===== config.mk =====
export PLATFORM = sky130hd
export DESIGN_NAME = inst_fetch_buffer
export DESIGN_NICKNAME = d
export VERILOG_FILES = /design/src/rtl/inst_fetch_buffer.sv
export SDC_FILE = /design/constraint.sdc
export NUM_CORES = 2
export LEC_CHECK = 0
export BUFFER_PORTS_ARGS = -buffer_cell sky130_fd_sc_hd__buf_2
export CAP_MARGIN = 10
export CORE_MARGIN = 2
export CORE_UTILIZATION = 50
export DETAILED_ROUTE_END_ITERATION = 16
export PLACE_DENSITY = 0.69
export SYNTH_ARGS = -nofsm -noshare
export SYNTH_HDL_FRONTEND = slang
export SYNTH_SLANG_ARGS = --single-unit

===== constraint.sdc =====
create_clock -name clk -period 7 [get_ports clk]
set_clock_uncertainty 0.2 [all_clocks]
set_input_delay 2.1 -clock clk [delete_from_list [all_inputs] [get_ports clk]]
set_output_delay 2.1 -clock clk [all_outputs]
set_load 0.02 [all_outputs]

===== src/rtl/inst_fetch_buffer.sv =====
// ---------------------------------------------------------------------------
// inst_fetch_buffer
//
// Purpose:
//   Decouples a dual-issue instruction fetch stage from decode. Fetch delivers
//   up to two (PC, instruction) pairs per cycle. Decode consumes up to two
//   entries per cycle from the head of the queue. The head and head+1 entries
//   are always presented combinationally (show-ahead), so decode can look at
//   them before deciding how many to consume.
//
// Ports:
//   clk          - single clock, all state updates on the rising edge
//   resetn       - asynchronous active-low reset
//   flush        - discards every buffered entry (branch redirect/exception)
//   in_valid1/2  - fetch slot 1 / slot 2 carry an instruction
//   in_pc1/2     - PC of fetch slot 1 / slot 2
//   in_inst1/2   - instruction word of fetch slot 1 / slot 2
//   pop_cnt      - entries decode consumes this cycle (0..2, 3 acts as 2)
//   out_valid1/2 - head / head+1 entry present
//   out_pc1/2    - PC of head / head+1 entry (0 when not valid)
//   out_inst1/2  - instruction of head / head+1 entry (0 when not valid)
//   fetch_stall  - fewer than two free entries remain
//   count        - current occupancy
//   overflow     - sticky flag, set when a pushed entry had to be dropped
// ---------------------------------------------------------------------------
module inst_fetch_buffer #(
    parameter int DEPTH = 16
) (
    input  logic                       clk,
    input  logic                       resetn,
    input  logic                       flush,
    input  logic                       in_valid1,
    input  logic                       in_valid2,
    input  logic [31:0]                in_pc1,
    input  logic [31:0]                in_inst1,
    input  logic [31:0]                in_pc2,
    input  logic [31:0]                in_inst2,
    input  logic [1:0]                 pop_cnt,
    output logic                       out_valid1,
    output logic                       out_valid2,
    output logic [31:0]                out_pc1,
    output logic [31:0]                out_inst1,
    output logic [31:0]                out_pc2,
    output logic [31:0]                out_inst2,
    output logic                       fetch_stall,
    output logic [$clog2(DEPTH):0]     count,
    output logic                       overflow
);

    localparam int AW = $clog2(DEPTH);
    localparam int CW = AW + 1;

    // DEPTH itself must be representable in the occupancy counter, which is
    // why the counter carries one bit more than the pointers.
    localparam logic [CW-1:0] DEPTH_C = CW'(DEPTH);

    // Entry storage. Deliberately not reset: validity is tracked entirely by
    // the pointers and the occupancy counter.
    logic [31:0] pc_mem   [DEPTH];
    logic [31:0] inst_mem [DEPTH];

    logic [AW-1:0] rptr;
    logic [AW-1:0] wptr;
    logic [AW-1:0] rptr_p1;
    logic [AW-1:0] wptr_p1;

    logic [1:0]    push_n;
    logic [1:0]    pop_req;
    logic [1:0]    pop_eff;
    logic [1:0]    push_acc;
    logic [CW-1:0] free_cnt;
    logic          push_drop;

    assign rptr_p1 = rptr + AW'(1);
    assign wptr_p1 = wptr + AW'(1);

    // Free space is measured against the registered occupancy, before this
    // cycle's pop. A pop therefore never makes room for a push in the same
    // cycle, which keeps the accept logic independent of decode timing.
    assign free_cnt = DEPTH_C - count;

    // Push/pop bookkeeping. Slot 2 is only meaningful when slot 1 is valid,
    // so a lone in_valid2 is ignored. When space runs short slot 1 wins,
    // preserving program order. Pop requests are clamped to what is held.
    always_comb begin
        push_n    = 2'd0;
        pop_req   = 2'd0;
        pop_eff   = 2'd0;
        push_acc  = 2'd0;
        push_drop = 1'b0;

        if (in_valid1) begin
            push_n = in_valid2 ? 2'd2 : 2'd1;
        end

        pop_req = (pop_cnt == 2'd3) ? 2'd2 : pop_cnt;

        // count can only be below pop_req when it is 0 or 1, so its low two
        // bits are the full value in that branch.
        if (count >= CW'(pop_req)) begin
            pop_eff = pop_req;
        end else begin
            pop_eff = count[1:0];
        end

        // Same reasoning: free_cnt < push_n implies free_cnt <= 1.
        if (free_cnt >= CW'(push_n)) begin
            push_acc = push_n;
        end else begin
            push_acc = free_cnt[1:0];
        end

        push_drop = (push_acc != push_n);
    end

    // Pointer, occupancy and overflow state. Flush outranks push and pop and
    // returns everything to the reset arrangement; pushes that arrive with a
    // flush are redirected-away fetches, not errors, so they leave overflow
    // clear.
    always_ff @(posedge clk or negedge resetn) begin
        if (!resetn) begin
            rptr     <= '0;
            wptr     <= '0;
            count    <= '0;
            overflow <= 1'b0;
        end else if (flush) begin
            rptr     <= '0;
            wptr     <= '0;
            count    <= '0;
            overflow <= 1'b0;
        end else begin
            wptr  <= wptr + AW'(push_acc);
            rptr  <= rptr + AW'(pop_eff);
            count <= count + CW'(push_acc) - CW'(pop_eff);
            if (push_drop) begin
                overflow <= 1'b1;
            end
        end
    end

    // Entry writes. Slot 1 lands at wptr and slot 2 right after it, which
    // keeps program order through the wrap. Suppressed during flush so a
    // redirected fetch never leaves stale data behind the write pointer.
    always_ff @(posedge clk) begin
        if (!flush) begin
            if (push_acc != 2'd0) begin
                pc_mem[wptr]   <= in_pc1;
                inst_mem[wptr] <= in_inst1;
            end
            if (push_acc == 2'd2) begin
                pc_mem[wptr_p1]   <= in_pc2;
                inst_mem[wptr_p1] <= in_inst2;
            end
        end
    end

    // Show-ahead outputs. Everything here derives from registered state, so
    // data pushed this cycle appears only after the next edge and the async
    // reset clears the valids immediately through count.
    assign out_valid1 = (count != '0);
    assign out_valid2 = (count >= CW'(2));

    assign out_pc1   = out_valid1 ? pc_mem[rptr]      : 32'd0;
    assign out_inst1 = out_valid1 ? inst_mem[rptr]    : 32'd0;
    assign out_pc2   = out_valid2 ? pc_mem[rptr_p1]   : 32'd0;
    assign out_inst2 = out_valid2 ? inst_mem[rptr_p1] : 32'd0;

    // Stall is a pure function of the registered count, so fetch never sees
    // a combinational loop through decode's pop_cnt.
    assign fetch_stall = (free_cnt < CW'(2));

endmodule


==> flow_metrics.tcl <==
set metrics [dict create \
    max-clock-path-buffers 3 \
    die_w_um 355 \
    row_count 128 \
    critPathKind "reg -> out" \
    whs_ps 318 \
    fmax_mhz 156 \
    reg2reg_to "count[4]$_DFF_PN0_" \
    synth_mux_area_share_pct 41.4 \
    cp-end-kind "output port" \
    cp_max_fo 44 \
    gp_congestion 0.826 \
    yosys_warnings 0 \
    vias 37200 \
    mostFrequentLayoutCells "edfxtp_1, mux2_2, mux4_2" \
    die_area_um2 126000 \
    synth_xor_area_share_pct 0.114 \
    max_slew.worst_pin.slew_ps 1170 \
    place_hpwl_um 99000 \
    pre_cts_ws_ps 1070 \
    path_buf_inv 3 \
    hold_depth 2 \
    wl_per_cell_um 34.4 \
    synth_area_um2 61600 \
    whs_endpoint "overflow$_DFFE_PN0P_" \
    r2r-start "count[0]$_DFF_PN0_" \
    worstHoldStart "overflow$_DFFE_PN0P_" \
    cpPeakStageDelay_ps 690 \
    final_common_cell "edfxtp_1" \
    ios 272 \
    cts-hold-fix-buffers 0 \
    cts_resized 0 \
    yosysUniqueCellTypes 36 \
    cap_violations 0 \
    grt_pass1_wl_um 266000 \
    rsz0062_at_grt "no" \
    slew_headroom_pct 21.7 \
    power.switching_uw 9030 \
    fin_ws_ps 597 \
    vias_per_cell 6.92 \
    leakagePower_uw 0.0215 \
    synthSimpleGateAreaFrac_pct 2.06 \
    postSynthAreaPerCell_um2 17.1 \
    slowest_stage "dfrtp_4" \
    syn_to_final_growth_pct 10.8 \
    cp.arrival_ps 4100 \
    cts_root_buffer "clkbuf_16" \
    htreeDepth 3 \
    grt_max_degree 149 \
    peakVddDrop_mv 0.375 \
    crit_family "buffers and inverters" \
    grt_pass1_vias 37700 \
    yosysSeqAreaShare_pct 50.5 \
    power_frac_seq_pct 29.9 \
    drv_slew 0 \
    path_clk_slew_ps 60 \
    clock_power_share_pct 24.6 \
    postRouteAntennaNets 0 \
    grt_antenna_before_repair 35 \
    synth_top_family_by_area "multiplexers" \
    netlist_instances 3599 \
    port_buffers 271 \
    worst-r2r-cell-count 15 \
    powerDensity_nw_per_um2 363 \
    die_h_um 355 \
    p_int_uw 15800 \
    routed_wl_um 185000 \
    comb_power_share_pct 45.5 \
    min_period_ps 6400 \
    synthAdderAreaFrac_pct 0.536 \
    synth_edf_count 1024 \
    setup_violations 0 \
    nFillCells 9535 \
    r2r_setup_slack_ps 2580 \
    worstSetupStartpointType "register" \
    start_util_pct 50.5 \
    cts.sinks 1038 \
    coreArea_um2 122000 \
    switching_share_pct 36.4 \
    outcome "complete, no violations" \
    cts_buffers 116 \
    layout-drive-gt1-share_pct 57.7 \
    grt.total_usage_pct 29.2 \
    gr-total-overflow 0 \
    path_common_cell "a211oi_1" \
    ys_ff_latch 1038 \
    postCtsSetupRepairBufs 0 \
    ys.flop_type "edfxtp_1" \
    finalSetupTns_ps 0 \
    drtIter0Drc 4772 \
    drc 0 \
    ys_async_sr_fraction_pct 1.35 \
    insertion_delay_ps 710 \
    synth_compound_area_share_pct 1.98 \
    cts_tree "done" \
    layout.nets 3798 \
    cp_cell_sequence "ha_4 > buf_12 > buf_4 > mux4_2 > nor2b_1 > a211oi_1 > a211oi_1 > buf_2" \
    finalHoldViolCount 0 \
    cp.required_ps 4700 \
    hold_path.class "reg -> reg" \
    drt_pre_antenna_iters 5 \
    syn_nets 3758 \
    timing.final.crit_share_pct 91.5 \
]
## through the flow
step	utilization [%]	cell area [µm²]	power, µW	cells
detailed placement	52.9	64500	18800	5146
global placement	52.9	64500	18800	5146
global route	55.9	68300	25800	5371
CTS	55.9	68200	24900	5361
finish	56.0	68300	24800	5380
floorplan	-	61700	15500	3599
## worst reg2reg max path, cell delays in order (launching register included)
cell      delay [ps]
dfrtp_1          520
inv_1            210
ha_1             400
ha_1             300
a21oi_1          250
o211ai_4         140
buf_4            330
o21ai_0          490
fa_1             540
inv_1             90
fa_1             210
inv_1             50
a21oi_1          120
nor2_1            60
or3_1            300
a21oi_1          140
## power groups by stage
stage | combinational (µW) | clock [µW] | sequential [µW]
CTS | 11300 | 6150 | 7420
global placement | 11200 | 0 | 7540
floorplan | 8060 | 0 | 7420
detailed placement | 11300 | 0 | 7550
finish | 11300 | 6090 | 7420
global route | 11900 | 6380 | 7450
## worst max path at each step
stage | startpoint | endpoint | slack [ps] | cells after the start
3_3_place_gp | in_valid1 | count[4]$_DFF_PN0_ | 1050 | 16
2_1_floorplan | in_valid1 | inst_mem[3][0]$_DFFE_PP_ | -630 | 10
5_1_grt | rptr[0]$_DFF_PN0_ | out_pc2[23] | 520 | 7
6_report | rptr[0]$_DFF_PN0_ | out_pc2[19] | 600 | 8
3_5_place_dp | in_valid1 | inst_mem[7][27]$_DFFE_PP_ | 1070 | 10
4_1_cts | rptr[0]$_DFF_PN0_ | out_pc2[19] | 620 | 8
## Yosys cell counts (all sizes together) (6+ instances only)
| master | instances | area, µm² |
|---|---|---|
| mux2 | 1029 | 11800 |
| edfxtp | 1024 | 30700 |
| mux4 | 576 | 13000 |
| clkbuf | 231 | 867 |
| buf | 198 | 1160 |
| a211oi | 128 | 961 |
| mux2i | 79 | 791 |
| nor2b | 76 | 475 |
| and2 | 67 | 419 |
| nor2 | 35 | 131 |
| nand2 | 27 | 101 |
| ha | 20 | 250 |
| inv | 18 | 67.6 |
| dfrtp | 14 | 350 |
| a21oi | 13 | 68.8 |
| o21bai | 10 | 75.1 |
| nand3 | 7 | 35.0 |
| o21ai | 7 | 35.0 |
| nand2b | 6 | 37.5 |
| nor3 | 6 | 30.0 |
| o31ai | 6 | 45.0 |
## registers in the layout, indices dropped and copies added, names as in the netlist
name,count
inst_mem,512
pc_mem,512
count,5
rptr,4
wptr,4
overflow,1
## area by class of cell
class                      instances  area, µm²  area share, %
sequential                      1038      31100           45.6
multi-input combinational       2114      28900           42.3
clock buffer                     146       3080           4.51
timing repair buffer             351       2410           3.52
tap                             1625       2030           2.98
clock inverter                    69        632          0.925
inverter                          18       68.8          0.101
antenna                           19       47.5         0.0696
## cells by family after synthesis
kind of cell / Yosys count
and+or+nand+nor: 230
muxes: 1684
buffers and inverters: 447
DFF: 1038
AOI/OAI and AO/OA: 168
adders and majority gates: 24
xor gates and xnor gates: 8
## layer usage
layer,vias up,wire length [µm],GRT usage [%]
li1,14900,-,-
met1,19900,75000,41.5
met2,1950,87700,46.0
met3,350,16700,5.43
met4,22,5360,8.77
met5,-,144,0
Note: power is estimated with default switching activity, not from simulation.
